===== src/rtl/mem_arbiter_rr.sv =====
// Round-robin arbiter between NUM_CH cache channels and one shared L2 port.
// One transaction at a time: IDLE picks a winner, BUSY holds it until l2_mem_resp, DONE adds one bubble.
module mem_arbiter_rr #(
    parameter int NUM_CH = 2,
    parameter int ADDR_W = 16,
    parameter int DATA_W = 128,
    parameter int ID_W   = $clog2(NUM_CH)
) (
    input  logic                       clk,
    input  logic                       rst,
    input  logic [NUM_CH-1:0]          req_read,
    input  logic [NUM_CH-1:0]          req_write,
    input  logic [NUM_CH*ADDR_W-1:0]   req_address,
    input  logic [NUM_CH*DATA_W-1:0]   req_wdata,
    output logic [NUM_CH-1:0]          req_resp,
    output logic [DATA_W-1:0]          req_rdata,
    output logic                       l2_mem_read,
    output logic                       l2_mem_write,
    output logic [ADDR_W-1:0]          l2_mem_address,
    output logic [DATA_W-1:0]          l2_mem_wdata,
    input  logic [DATA_W-1:0]          l2_mem_rdata,
    input  logic                       l2_mem_resp,
    output logic [ID_W-1:0]            grant_id,
    output logic                       busy
);

    typedef enum logic [1:0] {
        IDLE = 2'd0,
        BUSY = 2'd1,
        DONE = 2'd2
    } state_t;

    localparam logic [ID_W:0] NUM_CH_V = (ID_W+1)'(NUM_CH);

    state_t              state;
    state_t              state_next;
    logic [ID_W-1:0]     ptr;
    logic [ID_W-1:0]     grant_q;
    logic                op_write_q;
    logic [ADDR_W-1:0]   addr_q;
    logic [DATA_W-1:0]   wdata_q;

    logic [NUM_CH-1:0]   req_any;
    logic [ID_W-1:0]     cand;
    logic [ID_W-1:0]     winner;
    logic                found;
    logic                win_write;
    logic [ADDR_W-1:0]   win_addr;
    logic [DATA_W-1:0]   win_wdata;

    // Offsets never exceed NUM_CH-1, so one conditional subtract is a full modulo.
    function automatic logic [ID_W-1:0] wrap_add(input logic [ID_W-1:0] base,
                                                 input logic [ID_W:0]   off);
        logic [ID_W:0] sum;
        sum = {1'b0, base} + off;
        if (sum >= NUM_CH_V) sum = sum - NUM_CH_V;
        return sum[ID_W-1:0];
    endfunction

    assign req_any = req_read | req_write;

    always_comb begin
        winner = '0;
        found  = 1'b0;
        cand   = '0;
        for (int i = 0; i < NUM_CH; i++) begin
            cand = wrap_add(ptr, (ID_W+1)'(i));
            if (!found && req_any[cand]) begin
                found  = 1'b1;
                winner = cand;
            end
        end
    end

    // A simultaneous read+write on one channel is issued as the write-back.
    always_comb begin
        win_write = 1'b0;
        win_addr  = '0;
        win_wdata = '0;
        for (int k = 0; k < NUM_CH; k++) begin
            if (winner == ID_W'(k)) begin
                win_write = req_write[k];
                win_addr  = req_address[k*ADDR_W +: ADDR_W];
                win_wdata = req_wdata[k*DATA_W +: DATA_W];
            end
        end
    end

    always_ff @(posedge clk or posedge rst) begin
        if (rst) state <= IDLE;
        else     state <= state_next;
    end

    always_comb begin
        state_next = state;
        case (state)
            IDLE:    if (found) state_next = BUSY;
            BUSY:    if (l2_mem_resp) state_next = DONE;
            DONE:    state_next = IDLE;
            default: state_next = IDLE;
        endcase
    end

    always_ff @(posedge clk or posedge rst) begin
        if (rst) begin
            ptr        <= '0;
            grant_q    <= '0;
            op_write_q <= 1'b0;
            addr_q     <= '0;
            wdata_q    <= '0;
        end else begin
            if (state == IDLE && found) begin
                grant_q    <= winner;
                op_write_q <= win_write;
                addr_q     <= win_addr;
                wdata_q    <= win_wdata;
            end
            if (state == BUSY && l2_mem_resp) ptr <= wrap_add(grant_q, (ID_W+1)'(1));
        end
    end

    always_comb begin
        l2_mem_read  = 1'b0;
        l2_mem_write = 1'b0;
        busy         = 1'b0;
        req_resp     = '0;
        if (state == BUSY) begin
            busy         = 1'b1;
            l2_mem_read  = !op_write_q;
            l2_mem_write = op_write_q;
            for (int k = 0; k < NUM_CH; k++) begin
                req_resp[k] = l2_mem_resp && (grant_q == ID_W'(k));
            end
        end
    end

    assign l2_mem_address = addr_q;
    assign l2_mem_wdata   = wdata_q;
    assign req_rdata      = l2_mem_rdata;
    assign grant_id       = grant_q;

endmodule


===== config.mk =====
export PLATFORM = sky130hd
export DESIGN_NAME = mem_arbiter_rr
export DESIGN_NICKNAME = d
export VERILOG_FILES = /design/src/rtl/mem_arbiter_rr.sv
export SDC_FILE = /design/constraint.sdc
export NUM_CORES = 1
export LEC_CHECK = 0
export BUFFER_PORTS_ARGS = -buffer_cell sky130_fd_sc_hd__buf_2
export CORE_AREA = 5 5 272 274
export CTS_CLUSTER_DIAMETER = 40
export DETAILED_ROUTE_END_ITERATION = 8
export DIE_AREA = 0 0 277 279
export PLACE_DENSITY_LB_ADDON = 0.15
export SLEW_MARGIN = 10
export SYNTH_ARGS = -nofsm -noshare
export SYNTH_HDL_FRONTEND = slang
export SYNTH_SLANG_ARGS = --single-unit

===== constraint.sdc =====
create_clock -name clk -period 4.5 [get_ports clk]
set_input_delay 0.675 -clock clk [delete_from_list [all_inputs] [get_ports clk]]
set_output_delay 0.675 -clock clk [all_outputs]
set_load 0.005 [all_outputs]

==> summary.md, run 1 <==
| Metric | Value |
|---|---|
| Relative slew slack | 23.9% |
| ANT nets after route | 0 |
| CTS root buf | clkbuf_16 |
| Crit-path max FO | 5 |
| Reg2reg end | op_write_q |
| Dpl hpwl | 32500 um |
| First-pass GRT wire length | 69700 um |
| Maxcap violations | 0 |
| Critical path data required time | 3.83 ns |
| Reg-to-reg startpoint | state[0] |
| Cells after Synth | 1164 |
| DR vias/cell | 4.22 |
| Clk slew on worst S/H paths | 0.07 ns |
| Met1 usage | 13.3% |
| Worst setup EP type | primary output |
| Setup TNS | 0 ns |
| First drt pass iteration count | 5 |
| I/O pin total | 701 |
| Reg2reg path depth | 4 |
| Initial antenna violation count | 17 |
| Max Slew Vio Count | 0 |
| Cells after DPL | 2312 |
| Initial DRC Count | 534 |
| Most common cell after layout, fill and taps aside | buf_2 |
| Final #Nets | 1804 |
| Syn nets | 1587 |
| Layout cells sized above 1 | 36.4% |
| Die area | 0.0773 mm2 |
| Die height | 279 um |
| Worst slew pin tran | 1.14 ns |
| Cell Chain, Critical Path | nand2b_1 > inv_1 > and2_1 > nor2b_1 > buf_2 |
| H-tree depth | 4 |
| Worst Skew | 0.00939 ns |
| Placeable Area | 0.0711 mm2 |
| Clk_lat worst skew | 0.47 ns |
| CTS Buffer Depth | 2 |
| Netlist Area Pre-Place | 0.00981 mm2 |
| DRC | 0 |
| CP Launch Type | flop |
| Tmin final | 2.38 ns |
| # Post-CTS Setup Buffers | 0 |
| Largest net degree at the start of global routing | 115 |
| Post_cts resized | 0 |
| Setup crit end | req_resp[0] |
| Port bufs | 444 |
| Leading cell types in the layout, fill and taps excluded | 442 x buf_2, 290 x a21oi_1, 278 x o21ai_0, 149 x dfrtp_1, 144 x o211a_1 |
| Row cnt | 98 |
| Status | complete, no violations |
| Sequential area share after synthesis | 38.0% |
| PwrDens | 603 mW/mm2 |
| Worst Path Buf+Inv | 2 |
| Global route hottest layer | met2 |
| Final WL | 47200 um |
| Area Growth Syn to Fin | 28.1% |
| Leakage | 6.14 nW |
| Tcrit/Tclk final | 53.0% |
| Total track usage | 11.6% |
| Worst Setup SP | state[1] |
| Global-route track usage on met2 | 19.6% |
| Fin. Hold Viols | 0 |
| CTS sink cnt | 149 |
| RSZ-0062 raised after global routing | no |
| Met3 Usage GRT | 4.31% |
| VDD IR max | 232 uV |
| Starting density of the core | 13.8% |
| Worst Hold Class | in -> async |
| Critical Path AT | 1.71 ns |
| Largest stage delay on the critical path | 0.41 ns |
| F_max | 419 MHz |
| R2r setup slk | 2.32 ns |
| Global route overflow | 0 |
| Via count | 9908 |
| RePlAce Congestion | 0.758 |
| Final Non-Filler Cells | 2349 |
| Synth unique cells | 25 |
| Setup CP Type | reg -> out |
| Average routed wire per standard cell | 20.1 um |
| Num CTS Buffers | 17 |
| Syn avg cell area | 8.42 um2 |
| TritonCTS clock tree | done |
| Synth warnings | 0 |
| Post-CTS Hold Fix Bufs | 0 |
| Vias in the first global route | 10200 |
| Family with the most delay on the worst path | simple AND/OR/NAND/NOR gates |
| Stages on the worst setup path | 5 |
| Die Wd | 277 um |
| Slowest cell on the critical path | dfrtp_1 |
| Flop and latch count out of synthesis | 149 |
| Count of final setup violators | 0 |
## routing by layer
layer | part of all wire (%) | routed length (um)
met5 | 0.15 | 70
met4 | 3.1 | 1490
met3 | 8.0 | 3780
met2 | 49 | 23400
met1 | 39 | 18500
## registers in the layout, summed over array words and instances (netlist names)
name            cells
l2_mem_address     16
ptr                 1
l2_mem_wdata      128
op_write_q          1
grant_id            1
state               2
## cells in the mapped netlist
library cell | number | area (um2)
or4_1 | 1 | 7.51
and3_1 | 1 | 6.26
a21bo_2 | 1 | 10.0
buf_2 | 25 | 125
o211a_1 | 144 | 1440
o21ai_0 | 278 | 1390
nor3_1 | 1 | 5.00
and2_1 | 2 | 12.5
o21ba_2 | 1 | 10.0
a21o_1 | 1 | 7.51
inv_1 | 2 | 7.51
buf_6 | 11 | 124
dfrtp_1 | 149 | 3730
or2_2 | 1 | 6.26
buf_1 | 1 | 3.75
o21ai_1 | 11 | 55.1
nor2_1 | 4 | 15.0
nor2b_1 | 1 | 6.26
o31ai_1 | 1 | 7.51
nand2_1 | 1 | 3.75
a21oi_1 | 290 | 1450
and3b_1 | 1 | 8.76
clkbuf_1 | 106 | 398
buf_4 | 128 | 961
nand2b_1 | 2 | 12.5
## report_power, final
group	leakage, nW	switching [mW]	internal [mW]
logic	4.19	2.06	1.58
registers	1.67	0.380	2.04
clock network	0.274	0.692	0.826
## per-stage QoR
stage | total power, mW | worst slack [ns] | utilization (%) | hold slack, ns | cell area [um2]
floorplan | 4.60 | 1.95 | - | 0.481 | 9810
global placement | 6.15 | 1.68 | 16.8 | 0.503 | 12000
detailed placement | 6.16 | 1.68 | 16.8 | 0.505 | 12000
CTS | 7.77 | 2.03 | 17.6 | 0.323 | 12500
global route | 8.23 | 1.96 | 17.7 | 0.349 | 12600
finish | 7.57 | 2.12 | 17.7 | 0.310 | 12600
## worst min path at each step
stage / startpoint / slack, ns / end
after CTS: rst / 0.32 / l2_mem_address[5]
final: rst / 0.31 / l2_mem_address[5]
after detailed placement: l2_mem_wdata[6] / 0.51 / l2_mem_wdata[6]
after global placement: l2_mem_wdata[85] / 0.50 / l2_mem_wdata[85]
after global routing: rst / 0.35 / l2_mem_address[5]
after floorplan: ptr / 0.48 / ptr
## tightest hold or removal path: cells and delay by family
kind / cells / cell delay, ns
buffers and inverters: 3 / 0.52
## area by class of cell
class	instances	area [um2]
fillers	8200	58600
multi-input cells	742	4480
flip-flops and latches	149	3730
repair buffers	469	2560
well taps	950	1190
clock buffers	18	439
clock inverters	12	133
diodes	7	17.5
inverters	2	11.3
## cell families after synthesis
family	share of synthesized area, %
buf+inv	16.5
simple gates	0.855
flops	38.0
compound gates	44.6
(Power assumes the default switching activity.)
==> run 2: changes to the inputs <==
==> constraint.sdc (replaced) <==
create_clock -name clk -period 1.9 [get_ports clk]
set_input_delay 0.285 -clock clk [delete_from_list [all_inputs] [get_ports clk]]
set_output_delay 0.285 -clock clk [all_outputs]
set_load 0.005 [all_outputs]
==> summary.md, run 2 (same netlist as run 1, synthesis figures left out) <==
| Metric | Value |
|---|---|
| Reg-to-reg startpoint | ptr |
| Met3 Usage GRT | 4.40% (+0.092 points) |
| Worst Setup SP | state[1] |
| RePlAce Congestion | 0.761 (+0.41%) |
| Count of final setup violators | 0 (unchanged) |
| Status | complete, no violations |
| Initial DRC Count | 563 (+5.4%) |
| Global route hottest layer | met2 |
| Clk slew on worst S/H paths | 0.07 ns (about the same) |
| Starting density of the core | 13.8% (unchanged) |
| CTS Buffer Depth | 2 (unchanged) |
| Hold Slack | 0.0536 ns (-0.257 ns) |
| Reg2reg end | l2_mem_wdata[44] |
| Fin worst setup slack | 0.128 ns (-1.99 ns) |
| Max Slew Vio Count | 0 (unchanged) |
| Hold Path End | l2_mem_wdata[22] |
| Dpl hpwl | 34900 um (+7.4%) |
| Tcrit/Tclk final | 93.2% |
| Average routed wire per standard cell | 20.2 um (+0.42%) |
| Hold path start | req_wdata[22] |
| Total track usage | 12.1% (+0.43 points) |
| Num CTS Buffers | 17 (unchanged) |
| Global-route track usage on met2 | 20.2% (+0.65 points) |
| Worst slew pin tran | 0.742 ns (-0.399 ns) |
| Final WL | 48400 um (+2.5%) |
| Place WS | 0.0712 ns (-1.61 ns) |
| Crit-path max FO | 5 (unchanged) |
| F_max | 564 MHz |
| First drt pass iteration count | 5 (unchanged) |
| Setup TNS | 0 ns (unchanged) |
| Hold path cells | 3 |
| TritonCTS clock tree | done |
| CTS root buf | clkbuf_16 |
| ANT nets after route | 0 (unchanged) |
| Largest net degree at the start of global routing | 137 (+19%) |
| Leakage | 6.47 nW (+5.4%) |
| Max reg flops | 128 (unchanged) |
| Layout cells sized above 1 | 38.5% (+2.1 points) |
| Final #Nets | 1852 (+2.7%) |
| Initial antenna violation count | 15 (-2) |
| Row cnt | 98 (unchanged) |
| Die area | 0.0773 mm2 (unchanged) |
| Maxcap violations | 0 (unchanged) |
| Clk_lat worst skew | 0.48 ns (about the same) |
| First-pass GRT wire length | 71300 um (+2.4%) |
| CP Launch Type | flop |
| Fin. Hold Viols | 0 (unchanged) |
| I/O pin total | 701 (unchanged) |
| Die height | 279 um (unchanged) |
| Tmin final | 1.77 ns |
| RSZ-0062 raised after global routing | no |
| Setup CP Type | reg -> out |
| Worst Skew | 0.0107 ns (+0.00133 ns) |
| Worst setup EP type | primary output |
| CTS sink cnt | 149 (unchanged) |
| Leading cell types in the layout, fill and taps excluded | 442 x buf_2, 290 x a21oi_1, 278 x o21ai_0, 148 x dfrtp_1, 144 x o211a_1 |
| R2r setup slk | 0.26 ns (-2.06 ns) |
| Port bufs | 444 (unchanged) |
| Global route overflow | 0 (unchanged) |
| Die Wd | 277 um (unchanged) |
| Vias in the first global route | 10600 (+4.0%) |
| PwrDens | 1430 mW/mm2 (+140%) |
| Reg2reg path depth | 5 (+1) |
| Critical Path AT | 1.49 ns (-0.22 ns) |
| Worst Hold Class | in -> reg |
| Placeable Area | 0.0711 mm2 (unchanged) |
| Area Growth Syn to Fin | 34.8% |
| Fin area | 0.0132 mm2 (+5.2%) |
| DRC | 0 (unchanged) |
| Met1 usage | 13.9% (+0.54 points) |
| Via count | 10100 (+2.1%) |
| H-tree depth | 4 (unchanged) |
| VDD IR max | 539 uV (+130%) |
| Relative slew slack | 50.5% (+27 points) |
| DR vias/cell | 4.22 (about the same) |
| Final Core Density | 18.6% (+0.92 points) |
| Most common cell after layout, fill and taps aside | buf_2 |
| Cell Area, Placed | 0.0125 mm2 (+4.5%) |
| Fillcell total | 8151 (-0.60%) |
| Critical path data required time | 1.62 ns (-2.21 ns) |
run 2: final cells by class:
class                      count  area [um2]  area share (%)
antenna                        6        15.0           0.114
sequential                   149        3730            28.2
tap                          950        1190            8.99
clock buffer                  21         450            3.41
timing repair buffer         517        3150            23.8
clock inverter                11         174            1.32
multi-input combinational    742        4500            34.0
inverter                       2        13.8           0.104
run 2: critical path: stages, from the launching register on:
cell,delay [ns]
dfrtp_1,0.38
nand2b_4,0.16
inv_4,0.08
and2_4,0.14
nor2b_4,0.11
buf_2,0.13
run 2: metrics by stage:
stage,power (mW),std cells
5_1_grt,20.5,2396
6_report,18.9,2398
4_1_cts,19.3,2392
3_3_place_gp,15.2,2356
2_1_floorplan,10.9,1164
3_5_place_dp,15.2,2356
run 2: worst max path at each step:
stage                             endpoint  slack (ns)  cells past startpoint
after global placement    l2_mem_wdata[96]        0.07                      6
final                          req_resp[0]        0.13                      5
after detailed placement  l2_mem_wdata[97]        0.07                      6
after global routing           req_resp[0]        0.03                      5
after CTS                      req_resp[0]        0.02                      5
after floorplan                   grant_id       -0.26                      1
run 2: timing repair:
action | CTS | global route
hold buffers | 3 | 0
gates resized for setup | 2 | 4
setup endpoints to repair | 3 | 1
buffers inserted | 1 | 0
pin swaps | 0 | 0
endpoints found under the hold margin | 28 | 0
gates cloned | 0 | 0
run 2: per-layer routing:
metal  vias up  wire, um  share of wire [%]
met2       365     23500                 49
met1      4948     19400                 40
met3       122      3660                7.6
li1       4676         -                  -
met4         8      1720                3.6
met5         -        50               0.10
run 2: power breakdown:
| part | total [mW] | internal (mW) | switching [mW] |
|---|---|---|---|
| Sequential | 5.78 | 4.83 | 0.950 |
| Clock | 3.90 | 2.24 | 1.66 |
| Combinational | 9.22 | 4.23 | 4.99 |
